===== src/rtl/fetch_unit_if.sv =====
// Fetch unit boundary: imem request/response bus, IF/ID handshake, redirect and perf taps.
// master = fetch unit side, slave = environment (memory, IF/ID, branch unit).
interface fetch_unit_if #(
  parameter int ADDR_W  = 32,
  parameter int INSTR_W = 32
);
  logic               start_i;
  logic               imem_req_o;
  logic [ADDR_W-1:0]  imem_addr_o;
  logic               imem_gnt_i;
  logic               imem_rvalid_i;
  logic [INSTR_W-1:0] imem_rdata_i;
  logic               redirect_i;
  logic [ADDR_W-1:0]  redirect_pc_i;
  logic               valid_o;
  logic               ready_i;
  logic [INSTR_W-1:0] instr_o;
  logic [ADDR_W-1:0]  pc_o;
  logic [31:0]        perf_fetch_o;
  logic [31:0]        perf_stall_o;

  modport master (
    input  start_i, imem_gnt_i, imem_rvalid_i, imem_rdata_i,
           redirect_i, redirect_pc_i, ready_i,
    output imem_req_o, imem_addr_o, valid_o, instr_o, pc_o,
           perf_fetch_o, perf_stall_o
  );

  modport slave (
    output start_i, imem_gnt_i, imem_rvalid_i, imem_rdata_i,
           redirect_i, redirect_pc_i, ready_i,
    input  imem_req_o, imem_addr_o, valid_o, instr_o, pc_o,
           perf_fetch_o, perf_stall_o
  );
endinterface


===== src/rtl/fetch_unit.sv =====
// Instruction fetch: PC owner, in-order imem requester, instruction FIFO toward IF/ID.
// Optional perf counters built only when FETCH_PERF_CNT_EN is defined.
module fetch_unit #(
  parameter int                ADDR_W    = 32,
  parameter logic [ADDR_W-1:0] RESET_PC  = '0,
  parameter int                INSTR_W   = 32,
  parameter int                MAX_OUTST = 2
) (
  input  logic          clk_i,
  input  logic          rst_i,
  fetch_unit_if.master  bus
);
  localparam int PW = (MAX_OUTST > 1) ? $clog2(MAX_OUTST) : 1;
  localparam int CW = $clog2(MAX_OUTST + 1);

  typedef enum logic {IDLE, RUN} state_t;

  typedef struct packed {
    logic [ADDR_W-1:0]  addr;
    logic [INSTR_W-1:0] instr;
  } fetch_ent_t;

  state_t                            state;
  logic [ADDR_W-1:0]                 pc;
  logic [CW-1:0]                     outst, drop, fcnt;
  logic [PW-1:0]                     wptr, rptr, aq_wptr, aq_rptr;
  fetch_ent_t [MAX_OUTST-1:0]        fifo;
  logic [MAX_OUTST-1:0][ADDR_W-1:0]  aq;

  logic [CW:0] slots_used;
  logic        req, grant, rsp, keep, valid, pop;

  function automatic logic [PW-1:0] ptr_inc(input logic [PW-1:0] p);
    return (p == PW'(MAX_OUTST - 1)) ? '0 : p + PW'(1);
  endfunction

  // In-flight plus buffered never exceeds the FIFO depth, so a response always has a slot.
  assign slots_used = {1'b0, outst} + {1'b0, fcnt};
  assign req   = (state == RUN) & ~bus.redirect_i & (slots_used < (CW+1)'(MAX_OUTST));
  assign grant = req & bus.imem_gnt_i;
  assign rsp   = bus.imem_rvalid_i & (outst != '0);
  assign keep  = rsp & (drop == '0);
  assign valid = (fcnt != '0);
  assign pop   = valid & bus.ready_i;

  assign bus.imem_req_o  = req;
  assign bus.imem_addr_o = pc;
  assign bus.valid_o     = valid;
  assign bus.instr_o     = fifo[rptr].instr;
  assign bus.pc_o        = fifo[rptr].addr;

  always_ff @(posedge clk_i or negedge rst_i) begin
    if (!rst_i) begin
      state <= IDLE;
    end else begin
      case (state)
        IDLE:    if (bus.start_i)  state <= RUN;
        RUN:     if (!bus.start_i) state <= IDLE;
        default: state <= IDLE;
      endcase
    end
  end

  always_ff @(posedge clk_i or negedge rst_i) begin
    if (!rst_i) begin
      pc      <= RESET_PC;
      outst   <= '0;
      drop    <= '0;
      fcnt    <= '0;
      wptr    <= '0;
      rptr    <= '0;
      aq_wptr <= '0;
      aq_rptr <= '0;
      fifo    <= '0;
      aq      <= '0;
    end else begin
      outst <= outst + CW'(grant) - CW'(rsp);
      if (bus.redirect_i) begin
        // Everything still in flight belongs to the squashed path.
        pc      <= bus.redirect_pc_i;
        drop    <= outst - CW'(rsp);
        fcnt    <= '0;
        wptr    <= '0;
        rptr    <= '0;
        aq_wptr <= '0;
        aq_rptr <= '0;
      end else begin
        if (grant) begin
          pc          <= pc + ADDR_W'(4);
          aq[aq_wptr] <= pc;
          aq_wptr     <= ptr_inc(aq_wptr);
        end
        if (rsp && drop != '0) drop <= drop - CW'(1);
        if (keep) begin
          fifo[wptr] <= {aq[aq_rptr], bus.imem_rdata_i};
          wptr       <= ptr_inc(wptr);
          aq_rptr    <= ptr_inc(aq_rptr);
        end
        if (pop) rptr <= ptr_inc(rptr);
        fcnt <= fcnt + CW'(keep) - CW'(pop);
      end
    end
  end

`ifdef FETCH_PERF_CNT_EN
  logic [31:0] perf_fetch, perf_stall;

  always_ff @(posedge clk_i or negedge rst_i) begin
    if (!rst_i) begin
      perf_fetch <= '0;
      perf_stall <= '0;
    end else begin
      if (pop && perf_fetch != '1)                      perf_fetch <= perf_fetch + 32'd1;
      if (valid && !bus.ready_i && perf_stall != '1)    perf_stall <= perf_stall + 32'd1;
    end
  end

  assign bus.perf_fetch_o = perf_fetch;
  assign bus.perf_stall_o = perf_stall;
`else
  assign bus.perf_fetch_o = '0;
  assign bus.perf_stall_o = '0;
`endif
endmodule


===== src/flat_wrapper.sv =====
// flat-port wrapper written by rule: the top's interface ports become plain ports
module fetch_unit_flat 
#(
  parameter int                ADDR_W    = 32,
  parameter logic [ADDR_W-1:0] RESET_PC  = '0,
  parameter int                INSTR_W   = 32,
  parameter int                MAX_OUTST = 2
)
  (clk_i, rst_i, bus_start_i, bus_imem_gnt_i, bus_imem_rvalid_i, bus_imem_rdata_i, bus_redirect_i, bus_redirect_pc_i, bus_ready_i, bus_imem_req_o, bus_imem_addr_o, bus_valid_o, bus_instr_o, bus_pc_o, bus_perf_fetch_o, bus_perf_stall_o);
  fetch_unit_if #(.ADDR_W(ADDR_W), .INSTR_W(INSTR_W)) bus_i ();
  input  logic clk_i;
  input  logic rst_i;
  input wire logic [$bits(bus_i.start_i)-1:0] bus_start_i;
  input wire logic [$bits(bus_i.imem_gnt_i)-1:0] bus_imem_gnt_i;
  input wire logic [$bits(bus_i.imem_rvalid_i)-1:0] bus_imem_rvalid_i;
  input wire logic [$bits(bus_i.imem_rdata_i)-1:0] bus_imem_rdata_i;
  input wire logic [$bits(bus_i.redirect_i)-1:0] bus_redirect_i;
  input wire logic [$bits(bus_i.redirect_pc_i)-1:0] bus_redirect_pc_i;
  input wire logic [$bits(bus_i.ready_i)-1:0] bus_ready_i;
  output wire logic [$bits(bus_i.imem_req_o)-1:0] bus_imem_req_o;
  output wire logic [$bits(bus_i.imem_addr_o)-1:0] bus_imem_addr_o;
  output wire logic [$bits(bus_i.valid_o)-1:0] bus_valid_o;
  output wire logic [$bits(bus_i.instr_o)-1:0] bus_instr_o;
  output wire logic [$bits(bus_i.pc_o)-1:0] bus_pc_o;
  output wire logic [$bits(bus_i.perf_fetch_o)-1:0] bus_perf_fetch_o;
  output wire logic [$bits(bus_i.perf_stall_o)-1:0] bus_perf_stall_o;
  assign bus_i.start_i = bus_start_i;
  assign bus_i.imem_gnt_i = bus_imem_gnt_i;
  assign bus_i.imem_rvalid_i = bus_imem_rvalid_i;
  assign bus_i.imem_rdata_i = bus_imem_rdata_i;
  assign bus_i.redirect_i = bus_redirect_i;
  assign bus_i.redirect_pc_i = bus_redirect_pc_i;
  assign bus_i.ready_i = bus_ready_i;
  assign bus_imem_req_o = bus_i.imem_req_o;
  assign bus_imem_addr_o = bus_i.imem_addr_o;
  assign bus_valid_o = bus_i.valid_o;
  assign bus_instr_o = bus_i.instr_o;
  assign bus_pc_o = bus_i.pc_o;
  assign bus_perf_fetch_o = bus_i.perf_fetch_o;
  assign bus_perf_stall_o = bus_i.perf_stall_o;
  fetch_unit #(.ADDR_W(ADDR_W), .RESET_PC(RESET_PC), .INSTR_W(INSTR_W), .MAX_OUTST(MAX_OUTST)) u_core (.clk_i(clk_i), .rst_i(rst_i), .bus(bus_i));
endmodule

===== config.mk =====
export PLATFORM = sky130hd
export DESIGN_NAME = fetch_unit_flat
export DESIGN_NICKNAME = d
export VERILOG_FILES = /design/src/rtl/fetch_unit_if.sv /design/src/rtl/fetch_unit.sv /design/src/flat_wrapper.sv
export SDC_FILE = /design/constraint.sdc
export NUM_CORES = 1
export LEC_CHECK = 0
export BUFFER_PORTS_ARGS = -buffer_cell sky130_fd_sc_hd__buf_2
export CAP_MARGIN = 0
export CORE_MARGIN = 2
export CORE_UTILIZATION = 45
export CTS_CLUSTER_DIAMETER = 80
export DETAILED_ROUTE_END_ITERATION = 8
export GPL_TIMING_DRIVEN = 0
export PLACE_DENSITY = 0.68
export SYNTH_ARGS = -nofsm -noshare
export SYNTH_HDL_FRONTEND = slang
export SYNTH_SLANG_ARGS = --single-unit

===== constraint.sdc =====
create_clock -name clk_i -period 3.4 [get_ports clk_i]
set_clock_uncertainty 0.1 [all_clocks]
set_input_delay 0.34 -clock clk_i [delete_from_list [all_inputs] [get_ports clk_i]]
set_output_delay 0.34 -clock clk_i [all_outputs]
set_load 0.005 [all_outputs]

After elaboration in Yosys (flattened, before gate mapping)
Index checks and enable logic that the tools add are counted.
- register bits: 235
- latch bits: 0
- bits in writable memories: 0
- memory bits (read-only): 0
- input port bits: 71
- output and inout bits: 162
- memories: 0
- add/subtract/negate cells: 12
- multipliers: 0
- div/mod/pow operators: 0
- magnitude comparators: 7
- equal/unequal tests: 0
- shift-type cells: 0
- muxes and demuxes: 28
- bitwise logic cells: 7
- reduce and logical (&&, ||, !) cells: 13
- operators by type and width (operator ; count):
    64-bit 2-to-1 mux ; 3
    32-bit 2-to-1 mux ; 5
    128-bit bitwise mux ; 1
    64-bit bitwise mux ; 1
    64-bit demux with 1-bit select ; 1
    32-bit by 3-bit adder with 32-bit output, second input constant ; 1
    32-bit demux with 1-bit select ; 1
    2-bit nonzero test ; 7
    1-bit 2-to-1 mux ; 13
    1-bit by 2-bit < comparator with 1-bit output, second input constant ; 4
    1-bit bitwise AND ; 6
    2-bit 2-to-1 mux ; 3
    2-bit by 1-bit subtractor with 2-bit output ; 3
    1-bit adder, second input constant ; 4
    2-bit by 1-bit adder with 2-bit output ; 2
    2-bit AND reduction ; 2
    2-bit by 2-bit adder with 3-bit output ; 1
    1-bit logical AND ; 3
    3-bit by 2-bit < comparator with 1-bit output, second input constant ; 1
    1-bit greater-or-equal comparator, second input constant ; 2
    2-bit logical NOT ; 1
    2-bit by 1-bit subtractor with 2-bit output, second input constant ; 1
    1-bit NOT ; 1

Logic depth before layout (Yosys ltp)
Gate-level depths: netlist of the first run.
- depth in word-level cells: 6
- depth in mapped cells: 10
- gate-level depth less buffers: 7

Least setup slack after synthesis of the first run
No wires, ideal clock.
- path kind: register -> register
- from: register u_core.outst[0]
- to: register u_core.pc[27] (netlist: u_core.bus.imem_addr_o[27])
- library setup time: 82 ps
- arrival: 2470 ps
- required time: 3218 ps
- path slack: 748 ps
- stages on the path, launching flop included: 10
- path buffers: 2
- clock period less this slack: 2652 ps
- cells stage by stage: dfrtp_1 inv_1 nor2_1 fa_1 nand4bb_1 buf_2 or4_1 clkbuf_1 or4_1 a31oi_1
- longest elaborated chain between the ends: 5
- RTL lines (element ; RTL line ; source):
    from (decl) ; fetch_unit.sv:25 ; logic [CW-1:0] outst, drop, fcnt;
    from (signal assigned) ; fetch_unit.sv:77 ; outst <= outst + CW'(grant) - CW'(rsp);
    2-bit by 2-bit adder with 3-bit output ; fetch_unit.sv:38 ; assign slots_used = {1'b0, outst} + {1'b0, fcnt};
    3-bit by 2-bit < comparator with 1-bit output ; fetch_unit.sv:39 ; assign req = (state == RUN) & ~bus.redirect_i & (slots_used < (CW+1)'(MAX_OUTST));
    1-bit bitwise AND ; fetch_unit.sv:39 ;
    1-bit bitwise AND ; fetch_unit.sv:40 ; assign grant = req & bus.imem_gnt_i;
    2-bit nonzero test (no line) ; -- ;
    to (signal assigned) ; fetch_unit.sv:80 ; pc <= bus.redirect_pc_i;
    to (signal assigned) ; fetch_unit.sv:89 ; pc <= pc + ADDR_W'(4);
    to (decl) ; fetch_unit.sv:24 ; logic [ADDR_W-1:0] pc;
Every way passes these cells.
A chain may end at the register's enable or synchronous reset.

Worst setup path in the final report of the first run
- from: register u_core.outst[0]
- to: register u_core.aq[11] in the netlist's numbering
- longest elaborated chain between the ends: 5
- RTL lines (element ; RTL line ; source):
    2-bit by 2-bit adder with 3-bit output ; fetch_unit.sv:38 ;
    3-bit by 2-bit < comparator with 1-bit output ; fetch_unit.sv:39 ;
    1-bit bitwise AND ; fetch_unit.sv:39 ;
    1-bit bitwise AND ; fetch_unit.sv:40 ;
    2-bit AND reduction (no line) ; -- ;
    to (signal, indexed assignment) ; fetch_unit.sv:90 ; aq[aq_wptr] <= pc;
    to (decl) ; fetch_unit.sv:28 ; logic [MAX_OUTST-1:0][ADDR_W-1:0] aq;
Every way passes these cells.

==> run summary, run 1 <==
## Run status
• finished clean — outcome

## Global route
• 120 — maximum number of pins on one net before global-route repair
• 0.201 — GRT Total Usage
• 0 — remaining global-route overflow
• 0 — initial antenna violation count
• 41900 microns — global-route wire length before repair
• 7752 — vias in the first global route

## Finish
• 5880 sq um — sequential cell area in the final layout
• 4810 sq um — area used by multi-input combinational logic
• 1513 — number of non-filler instances in the completed layout
• 1252 — nets@finish
• 0.577 — final standard cell utilization of the core
• 25.9% — Synth-to-Final Area Change
• 0 — Antenna diodes
• 2093 — Fillers
• 14100 sq um — final instance area
• 0.483 — share of cells above drive strength 1

## Worst setup path
• 470 ps — crit-path max cell delay
• flop — Worst Setup End Kind
• fa_1 — Crit-path slowest cell
• 3690 ps — required time reported for the critical path endpoint
• inv_1 -> nor2_1 -> fa_1 -> nor4b_1 -> and2_0 -> clkbuf_1 -> nand2b_1 -> clkbuf_1 -> buf_1 -> mux2_2 — cell-by-cell trace of the critical path
• 4 — number of buffers and inverters on the critical path
• 3460 ps — worst endpoint data arrival time
• buffers and inverters — dominant delay contributor by cell family on the critical path
• flop — type of element launching the critical path
• 10 — largest fanout on the critical path
• clkbuf_1 — CP most frequent cell
• reg2reg — type of the worst setup path

## Drt
• 5 — Initial DRT Pass Iterations
• 310 — Iteration-0 DRC Markers
• 7578 — total number of vias
• 0 — number of design rule violations left after detail routing
• 17.4 microns — Wirelength per Cell
• 0 — Antenna Violating Nets Remaining
• 5.01 — routed vias/inst
• 26300 microns — total wirelength of the detailed-routed design

## Die
• 57 — standard-cell rows
• 162 microns — floorplan die height
• 24400 sq um — Core Region
• 233 — top-level I/O count
• 26100 sq um — floorplan die area
• 0.459 — starting density of the core
• 162 microns — horizontal die dimension

## Clock tree
• 25 — number of buffers created by CTS
• done — clock tree from TritonCTS
• clkbuf_16 — root buffer selected by CTS
• 510 ps — clock network latency to the later pin of the worst-skew pair
• 1 — htree depth
• 60 ps — register clock-pin slew on the reported worst setup and hold paths
• 0 — number of gates resized after CTS
• 3 — maximum root-to-sink buffer count
• 235 — Clock Sinks

## Placed design
• 251 ps — Post-Place Setup Slack
• 12700 sq um — placed cell area
• 0.815 — routability cong.
• 168 — count of port buffers added during placement
• 18100 microns — HPWL after DPL
• 1410 — Inst Count DP

## Synthesis
• 0.526 — sequential fraction of the synthesis area
• 13.1 sq um — Synth Area per Inst
• 235 — flip-flop and latch count after synthesis
• 854 — synthesized instance count
• 48 — Yosys cell types
• 11200 sq um — synthesized area
• 0 — total of warnings raised by yosys

## Power
• 753 nW/um^2 — pwr/cell area
• 10.6 mW — total power after layout
• 6.80 nW — Leakage
• 0.386 mV — largest vdd supply drop

## Timing
• 1010 ps — slew of the pin with the lowest slew margin
• 0 — number of failing hold endpoints at the final stage
• 0.323 — max_slew headroom
• 0.932 — share of the clock period used by the worst path after layout
• 0 — final max-slew violation count
• false — setup repair after global routing missed its margin
• 0.316 GHz — fmax
• 232 ps — worst setup slack after layout
• 0 — final setup violating endpoints
• 3170 ps — final critical path time including I/O delays and setup

## Job
• 0 — max cap viols

## Hold path
• in2reg — Hold Crit Class

kinds of logic (layout without fill, tap and decap cells):
| logic type | count (synthesis) | after routing | synth area share |
|---|---|---|---|
| mux | 295 | 295 | 0.296 |
| flops | 235 | 235 | 0.526 |
| simple gates | 126 | 126 | 0.0615 |
| buf+inv | 125 | 397 | 0.0656 |
| compound gates | 46 | 46 | 0.0273 |
| xor+xnor | 19 | 19 | 0.0149 |
| fa+ha+maj | 7 | 7 | 0.00850 |
| other cells | 1 | 64 | 0.000335 |
synthesized netlist by cell type (all sizes together):
library cell	count	area share
a22oi	3	0.0020
nand2	32	0.011
nor2	21	0.0070
a21oi	2	0.00089
nand4	8	0.0058
nand3	14	0.0063
and2	3	0.0017
o31ai	11	0.0074
o311ai	1	0.00078
fa	1	0.0018
or4	15	0.010
nand3b	1	0.00067
mux2	290	0.29
inv	11	0.0037
conb	1	0.00034
nand4bb	1	0.0010
xnor2	13	0.010
o311a	1	0.00089
and3	2	0.0011
or3	4	0.0022
or2	2	0.0011
nor4	6	0.0034
clkinv	1	0.00034
a221o	1	0.00089
nor3	7	0.0036
nor3b	1	0.00067
buf	88	0.053
nor2b	4	0.0022
o21ai	13	0.0058
xor2	6	0.0047
nand2b	2	0.0011
dfrtp	235	0.53
mux2i	5	0.0045
nor4b	1	0.00078
o211ai	4	0.0027
clkbuf	25	0.0084
a31oi	9	0.0050
a311o	1	0.00089
and4	1	0.00078
nor4bb	1	0.00089
ha	6	0.0067
path summary, 6_finish.rpt:
check	startpoint	end	slack, ps	cells after the start
setup / recovery	u_core.outst[0]$_DFF_PN0_	u_core.aq[11]$_DFFE_PN0P_	230	10
hold / removal	bus_redirect_pc_i[17]	u_core.bus.imem_addr_o[17]$_DFFE_PN0P_	10	3
setup reg to reg	u_core.outst[0]$_DFF_PN0_	u_core.aq[11]$_DFFE_PN0P_	230	10
hold reg to reg	u_core.aq[59]$_DFFE_PN0P_	u_core.aq[59]$_DFFE_PN0P_	400	1
max in group asynchronous	rst_i	u_core.aq[61]$_DFFE_PN0P_	1720	3
min in group asynchronous	rst_i	u_core.fifo[93]$_DFFE_PN0P_	400	2
flip-flops by register name (all words and copies together) (netlist names):
signal,flops
u_core.aq,64
u_core.rptr,1
u_core.aq_rptr,1
u_core.drop,2
u_core.fifo,128
u_core.fcnt,2
u_core.aq_wptr,1
u_core.state,1
u_core.bus.imem_addr_o,32
u_core.wptr,1
u_core.outst,2
cell usage in the layout (no fill, tap or decap), types with 7 or more instances in the layout:
cell | netlist | routed
a31oi_1 | 9 | 9
nand3_1 | 14 | 14
buf_1 | 9 | 9
o21ai_0 | 13 | 13
clkbuf_16 | 0 | 25
dfrtp_1 | 235 | 235
or4_1 | 14 | 14
dlygate4sd3_1 | 0 | 61
mux2_2 | 290 | 290
clkbuf_1 | 25 | 36
conb_1 | 1 | 64
nand4_1 | 7 | 7
o31ai_1 | 11 | 11
nand2_1 | 32 | 32
buf_2 | 14 | 181
inv_1 | 11 | 11
nor2_1 | 21 | 21
buf_4 | 64 | 64
xnor2_1 | 13 | 13
worst min-delay path, stage by stage:
cell	delay (ps)
buf_2	120
nor2_1	80
a31oi_1	40
stage by stage:
stage / TNS [ps] / hold slack, ps
finish: 0 / 11.3
global route: 0 / 5.87
CTS: 0 / 1.86
detailed placement: 0 / 350
floorplan: 0 / -55.6
global placement: -541350 / 353
routing by layer:
layer,vias to the layer above,routed length [microns],track usage,part of all wire
met5,-,0,0,0
met4,0,679,0.0555,0.026
met3,43,1210,0.0312,0.046
met2,205,12600,0.335,0.48
met1,3779,11800,0.275,0.45
li1,3551,-,-,-
final cells by class:
cell class | instances | area share
clock inverter | 4 | 0.00497
tap | 324 | 0.0288
sequential | 235 | 0.418
clock buffer | 38 | 0.0493
buffer | 113 | 0.0489
multi-input combinational | 557 | 0.342
inverter | 12 | 0.00320
timing repair buffer | 230 | 0.106
what timing repair did:
| item | 4_1_cts | 5_1_grt |
|---|---|---|
| endpoints found under the hold margin | 209 | 1 |
| setup buffers | 0 | 0 |
| hold buffers | 60 | 1 |
power by group:
group          internal (mW)  leakage (nW)  switching [mW]
Clock                   1.55         0.372            1.06
Combinational           2.11          3.42            1.42
Sequential              3.88          3.01           0.583
No activity file was read; power rests on OpenSTA's default activity.
==> run 2, diff against run 1 <==
--- a/config.mk
+++ b/config.mk
@@ -5,7 +5,7 @@
 export SDC_FILE = /design/constraint.sdc
 export NUM_CORES = 1
 export LEC_CHECK = 0
-export BUFFER_PORTS_ARGS = -buffer_cell sky130_fd_sc_hd__buf_2
+export BUFFER_PORTS_ARGS = -buffer_cell sky130_fd_sc_hd__clkbuf_2
 export CAP_MARGIN = 0
 export CORE_MARGIN = 2
 export CORE_UTILIZATION = 45
==> run summary, run 2 (same netlist as run 1, synthesis figures left out) <==
## Run status
• finished clean — outcome

## Worst setup path
• 10 — largest fanout on the critical path
• 3690 ps — required time reported for the critical path endpoint
• flop — Worst Setup End Kind
• flop — type of element launching the critical path
• 3430 ps — worst endpoint data arrival time
• reg2reg — type of the worst setup path

## Finish
• 290 x mux2_2, 235 x dfrtp_1, 167 x clkbuf_2, 64 x buf_4, 64 x conb_1 — leading cell types in the layout, fill and taps excluded
• 2067 — Fillers
• mux2_2 — most common cell after layout, fill and taps aside
• 0 — Antenna diodes
• 1254 — nets@finish
• 128 — Largest register FFs
• 0.489 — share of cells above drive strength 1
• 27.1% — Synth-to-Final Area Change
• u_core.fifo — top register by number of flip-flops

## Job
• 0 — max cap viols

## Die
• 162 microns — floorplan die height
• 233 — top-level I/O count
• 0.459 — starting density of the core
• 26100 sq um — floorplan die area
• 162 microns — horizontal die dimension
• 57 — standard-cell rows
• 24400 sq um — Core Region

## Clock tree
• clkbuf_16 — root buffer selected by CTS
• 60 ps — register clock-pin slew on the reported worst setup and hold paths
• 510 ps — clock network latency to the later pin of the worst-skew pair
• 0 — post-CTS setup buffers
• 0 — number of gates resized after CTS
• 3 — maximum root-to-sink buffer count
• 1 — htree depth
• 235 — Clock Sinks
• 25 — number of buffers created by CTS
• 62 — post-cts hold buffer count
• done — clock tree from TritonCTS

## Power
• 0.285 — Sw Ratio
• 7.75 mW — internal power of the cells
• 3.09 mW — Switch Pwr
• 0.327 — fraction of power consumed by combinational cells
• 0.411 — share of total power in sequential cells
• 10.8 mW — total power after layout
• 0.262 — clock network power share
• 6.88 nW — Leakage
• 762 nW/um^2 — pwr/cell area
• 0.438 mV — largest vdd supply drop

## Timing
• 3140 ps — final critical path time including I/O delays and setup
• false — setup repair after global routing missed its margin
• 0.319 GHz — fmax
• 0 ps — total negative setup slack
• 0 — number of failing hold endpoints at the final stage
• 0 — final max-slew violation count
• 0.923 — share of the clock period used by the worst path after layout
• 977 ps — slew of the pin with the lowest slew margin
• 0 — final setup violating endpoints
• 0.345 — max_slew headroom

## Drt
• 0 — Antenna Violating Nets Remaining
• 4 — Initial DRT Pass Iterations
• 0 — number of design rule violations left after detail routing
• 403 — Iteration-0 DRC Markers
• 26200 microns — total wirelength of the detailed-routed design
• 5.03 — routed vias/inst
• 7632 — total number of vias
• 17.3 microns — Wirelength per Cell

## Placed design
• 18100 microns — HPWL after DPL
• 168 — count of port buffers added during placement
• 0.816 — routability cong.

## Global route
• 0.201 — GRT Total Usage
• 0 — initial antenna violation count
• 41800 microns — global-route wire length before repair
• 103 — maximum number of pins on one net before global-route repair
• 7852 — vias in the first global route
• 0 — remaining global-route overflow

## Hold path
• in2reg — Hold Crit Class

## run 2: changes by cell type in the layout (fill, tap and decap cells not counted), moves of 7 or more
cell,delta
clkbuf_1,-7
buf_2,-167
clkbuf_8,+8
clkbuf_2,+167
## run 2: path summary, 6_finish.rpt
kind                       cells past startpoint                                endpoint  slack, ps                      start
max                                           10               u_core.aq[16]$_DFFE_PN0P_        260  u_core.outst[0]$_DFF_PN0_
max in group asynchronous                      3             u_core.fifo[60]$_DFFE_PN0P_       2110                      rst_i
min reg2reg                                    1                u_core.aq[1]$_DFFE_PN0P_        400   u_core.aq[1]$_DFFE_PN0P_
max reg2reg                                   10               u_core.aq[16]$_DFFE_PN0P_        260  u_core.outst[0]$_DFF_PN0_
min                                            2  u_core.bus.imem_addr_o[14]$_DFFE_PN0P_          5      bus_redirect_pc_i[14]
min in group asynchronous                      2             u_core.fifo[30]$_DFFE_PN0P_        220                      rst_i
## run 2: area by class of cell
class	count	area (sq um)	share of cell area
repair buffers	232	1530	0.107
clock inverters	5	100	0.00704
clock buffers	38	764	0.0538
plain buffers	113	689	0.0485
multi-input cells	557	4810	0.338
flip-flops and latches	235	5880	0.414
inverters	12	45.0	0.00317
well taps	324	405	0.0285
## run 2: metrics by stage
stage | instance area [sq um] | worst slack [ps] | hold slack, ps | utilization | cells
2_1_floorplan | 11400 | 748 | -55.6 | - | 917
3_3_place_gp | 12700 | -2970 | 353 | 0.520 | 1409
3_5_place_dp | 12700 | 281 | 216 | 0.522 | 1411
4_1_cts | 14200 | 226 | 5.05 | 0.583 | 1516
5_1_grt | 14200 | 34.2 | 13.6 | 0.583 | 1516
6_report | 14200 | 263 | 4.67 | 0.583 | 1516
## run 2: power by group through the flow
stage / clock network (mW) / logic (mW) / registers (mW)
2_1_floorplan: 0 / 2.43 / 4.31
3_3_place_gp: 0 / 3.43 / 4.44
3_5_place_dp: 0 / 3.52 / 4.50
4_1_cts: 2.91 / 3.60 / 4.46
5_1_grt: 3.04 / 3.88 / 4.61
6_report: 2.84 / 3.54 / 4.46
## run 2: critical path: stages, from the launching register on
cell and delay, ps:
dfrtp_1 380, inv_1 90, nor2_1 60, fa_1 530
nor4b_1 80, and2_0 150, clkbuf_1 190, nand2b_1 110
clkbuf_1 340, buf_1 570, mux2_2 400
## run 2: per-layer routing
metal,vias up,share of wire,GRT usage
met5,-,0,0
met4,0,0.034,0.0696
met3,53,0.040,0.0248
met2,190,0.48,0.332
met1,3828,0.45,0.276
li1,3561,-,-
==> run 3, diff against run 2 <==
--- a/config.mk
+++ b/config.mk
@@ -13,6 +13,7 @@
 export DETAILED_ROUTE_END_ITERATION = 8
 export GPL_TIMING_DRIVEN = 0
 export PLACE_DENSITY = 0.68
+export REMOVE_ABC_BUFFERS = 1
 export SYNTH_ARGS = -nofsm -noshare
 export SYNTH_HDL_FRONTEND = slang
 export SYNTH_SLANG_ARGS = --single-unit
==> constraint.sdc (replaced) <==
create_clock -name clk_i -period 3.4 [get_ports clk_i]
set_clock_uncertainty 0.1 [all_clocks]
set_input_delay 0.51 -clock clk_i [delete_from_list [all_inputs] [get_ports clk_i]]
set_output_delay 0.51 -clock clk_i [all_outputs]
set_load 0.005 [all_outputs]
==> run summary, run 3 (same netlist as run 1, synthesis figures left out) <==
## Clock tree
• done — clock tree from TritonCTS
• 3 — maximum root-to-sink buffer count
• 26 — number of buffers created by CTS
• 235 — Clock Sinks
• 520 ps — clock network latency to the later pin of the worst-skew pair
• clkbuf_16 — root buffer selected by CTS
• 0 — post-CTS setup buffers
• 1 — htree depth
• 60 ps — register clock-pin slew on the reported worst setup and hold paths

## Placed design
• 1312 — Inst Count DP
• 12300 sq um — placed cell area
• 168 — count of port buffers added during placement
• 16200 microns — HPWL after DPL
• -13.3 ps — Post-Place Setup Slack
• 0.764 — routability cong.

## Drt
• met4 — highest metal layer used by the detailed router
• 338 — Iteration-0 DRC Markers
• 10700 microns — routed length on met1
• 5.14 — routed vias/inst
• 5 — Initial DRT Pass Iterations
• 11600 microns — met2 wire len
• 17.5 microns — Wirelength per Cell
• 23800 microns — total wirelength of the detailed-routed design
• 984 microns — sum of met3 wire segment lengths after detailed routing
• 6998 — total number of vias
• 0 — number of design rule violations left after detail routing
• 0 — Antenna Violating Nets Remaining

## Power
• 0.460 mV — largest vdd supply drop
• 824 nW/um^2 — pwr/cell area
• 10.9 mW — total power after layout
• 6.31 nW — Leakage

## Finish
• 1361 — number of non-filler instances in the completed layout
• 18.8% — Synth-to-Final Area Change
• 290 x mux2_2, 233 x dfrtp_1, 167 x clkbuf_2, 64 x conb_1, 31 x nand2_1 — leading cell types in the layout, fill and taps excluded
• 128 — Largest register FFs
• u_core.fifo — top register by number of flip-flops
• 0 — Antenna diodes
• 0.510 — share of cells above drive strength 1
• 2077 — Fillers
• 1095 — nets@finish
• 13300 sq um — final instance area
• mux2_2 — most common cell after layout, fill and taps aside
• 0.545 — final standard cell utilization of the core

## Timing
• 0 ps — total negative setup slack
• 0.189 — max_slew headroom
• 0 — final max-slew violation count
• 293 ps — worst setup slack after layout
• 0.322 GHz — fmax
• 3110 ps — final critical path time including I/O delays and setup
• false — setup repair after global routing missed its margin
• 30.5 ps — final hold slack
• 0 — final setup violating endpoints
• 0 — number of failing hold endpoints at the final stage
• 0.914 — share of the clock period used by the worst path after layout
• 1220 ps — slew of the pin with the lowest slew margin

## Global route
• 90 — maximum number of pins on one net before global-route repair
• 38100 microns — global-route wire length before repair
• 7096 — vias in the first global route
• 0 — remaining global-route overflow
• 0.182 — GRT Total Usage
• 0 — initial antenna violation count

## Worst setup path
• flop — Worst Setup End Kind
• reg2reg — type of the worst setup path
• 1 — number of buffers and inverters on the critical path
• 3740 ps — required time reported for the critical path endpoint
• flop — type of element launching the critical path
• 3440 ps — worst endpoint data arrival time
• inv_1 -> nor2_1 -> fa_1 -> nor4bb_2 -> nand2b_1 -> or4_1 -> a31oi_1 — cell-by-cell trace of the critical path
• 670 ps — crit-path max cell delay
• nor4bb_2 — Crit-path slowest cell
• 12 — largest fanout on the critical path
• simple AND/OR/NAND/NOR gates — dominant delay contributor by cell family on the critical path

## Die
• 233 — top-level I/O count
• 0.459 — starting density of the core
• 57 — standard-cell rows
• 24400 sq um — Core Region
• 162 microns — floorplan die height
• 162 microns — horizontal die dimension
• 26100 sq um — floorplan die area

## Job
• 0 — max cap viols

## Run status
• finished clean — outcome

## Hold path
• in2reg — Hold Crit Class

[run 3: cell count changes in the layout (fill, tap and decap cells not counted), sizes merged]
| cell | before | now |
|---|---|---|
| bufinv | 3 | 6 |
| buf | 90 | 16 |
| dlygate4sd3 | 62 | 1 |
| clkinvlp | 0 | 1 |
| clkinv | 3 | 7 |
| clkbuf | 231 | 202 |
| inv | 11 | 12 |
[run 3: layout make-up]
type,count,area [sq um],share of cell area
inverter,12,45.0,0.00339
clock inverter,14,226,0.0170
timing repair buffer,185,1170,0.0878
tap,324,405,0.0305
sequential,235,5890,0.443
clock buffer,34,722,0.0543
multi-input combinational,557,4840,0.364
[run 3: where the power goes]
group	switching, mW	total, mW	internal [mW]
Sequential	0.681	4.56	3.88
Combinational	1.25	3.31	2.06
Clock	1.13	3.08	1.95
Total	3.06	10.9	7.89
[run 3: path summary, 6_finish.rpt]
check | end | slack (ps) | startpoint | cells after the start
min in group asynchronous | u_core.fifo[99]$_DFFE_PN0P_ | 490 | rst_i | 2
max reg2reg | u_core.bus.imem_addr_o[30]$_DFFE_PN0P_ | 290 | u_core.outst[0]$_DFF_PN0_ | 7
max in group asynchronous | u_core.fifo[44]$_DFFE_PN0P_ | 1820 | rst_i | 3
min reg2reg | u_core.fifo[99]$_DFFE_PN0P_ | 400 | u_core.fifo[99]$_DFFE_PN0P_ | 1
max | u_core.bus.imem_addr_o[30]$_DFFE_PN0P_ | 290 | u_core.outst[0]$_DFF_PN0_ | 7
min | u_core.state$_DFF_PN0_ | 30 | bus_start_i | 1
[run 3: timing repair]
action / in CTS / in global routing
gates resized for setup: 1 / 1
setup endpoints to repair: 4 / 3
hold buffers: 1 / 0
endpoints found under the hold margin: 76 / 0
gates cloned: 0 / 0
[run 3: routing by layer]
layer	vias up	global-route usage
met4	0	0.0451
met3	31	0.0273
li1	3256	-
met1	3537	0.249
met2	174	0.309
met5	-	0
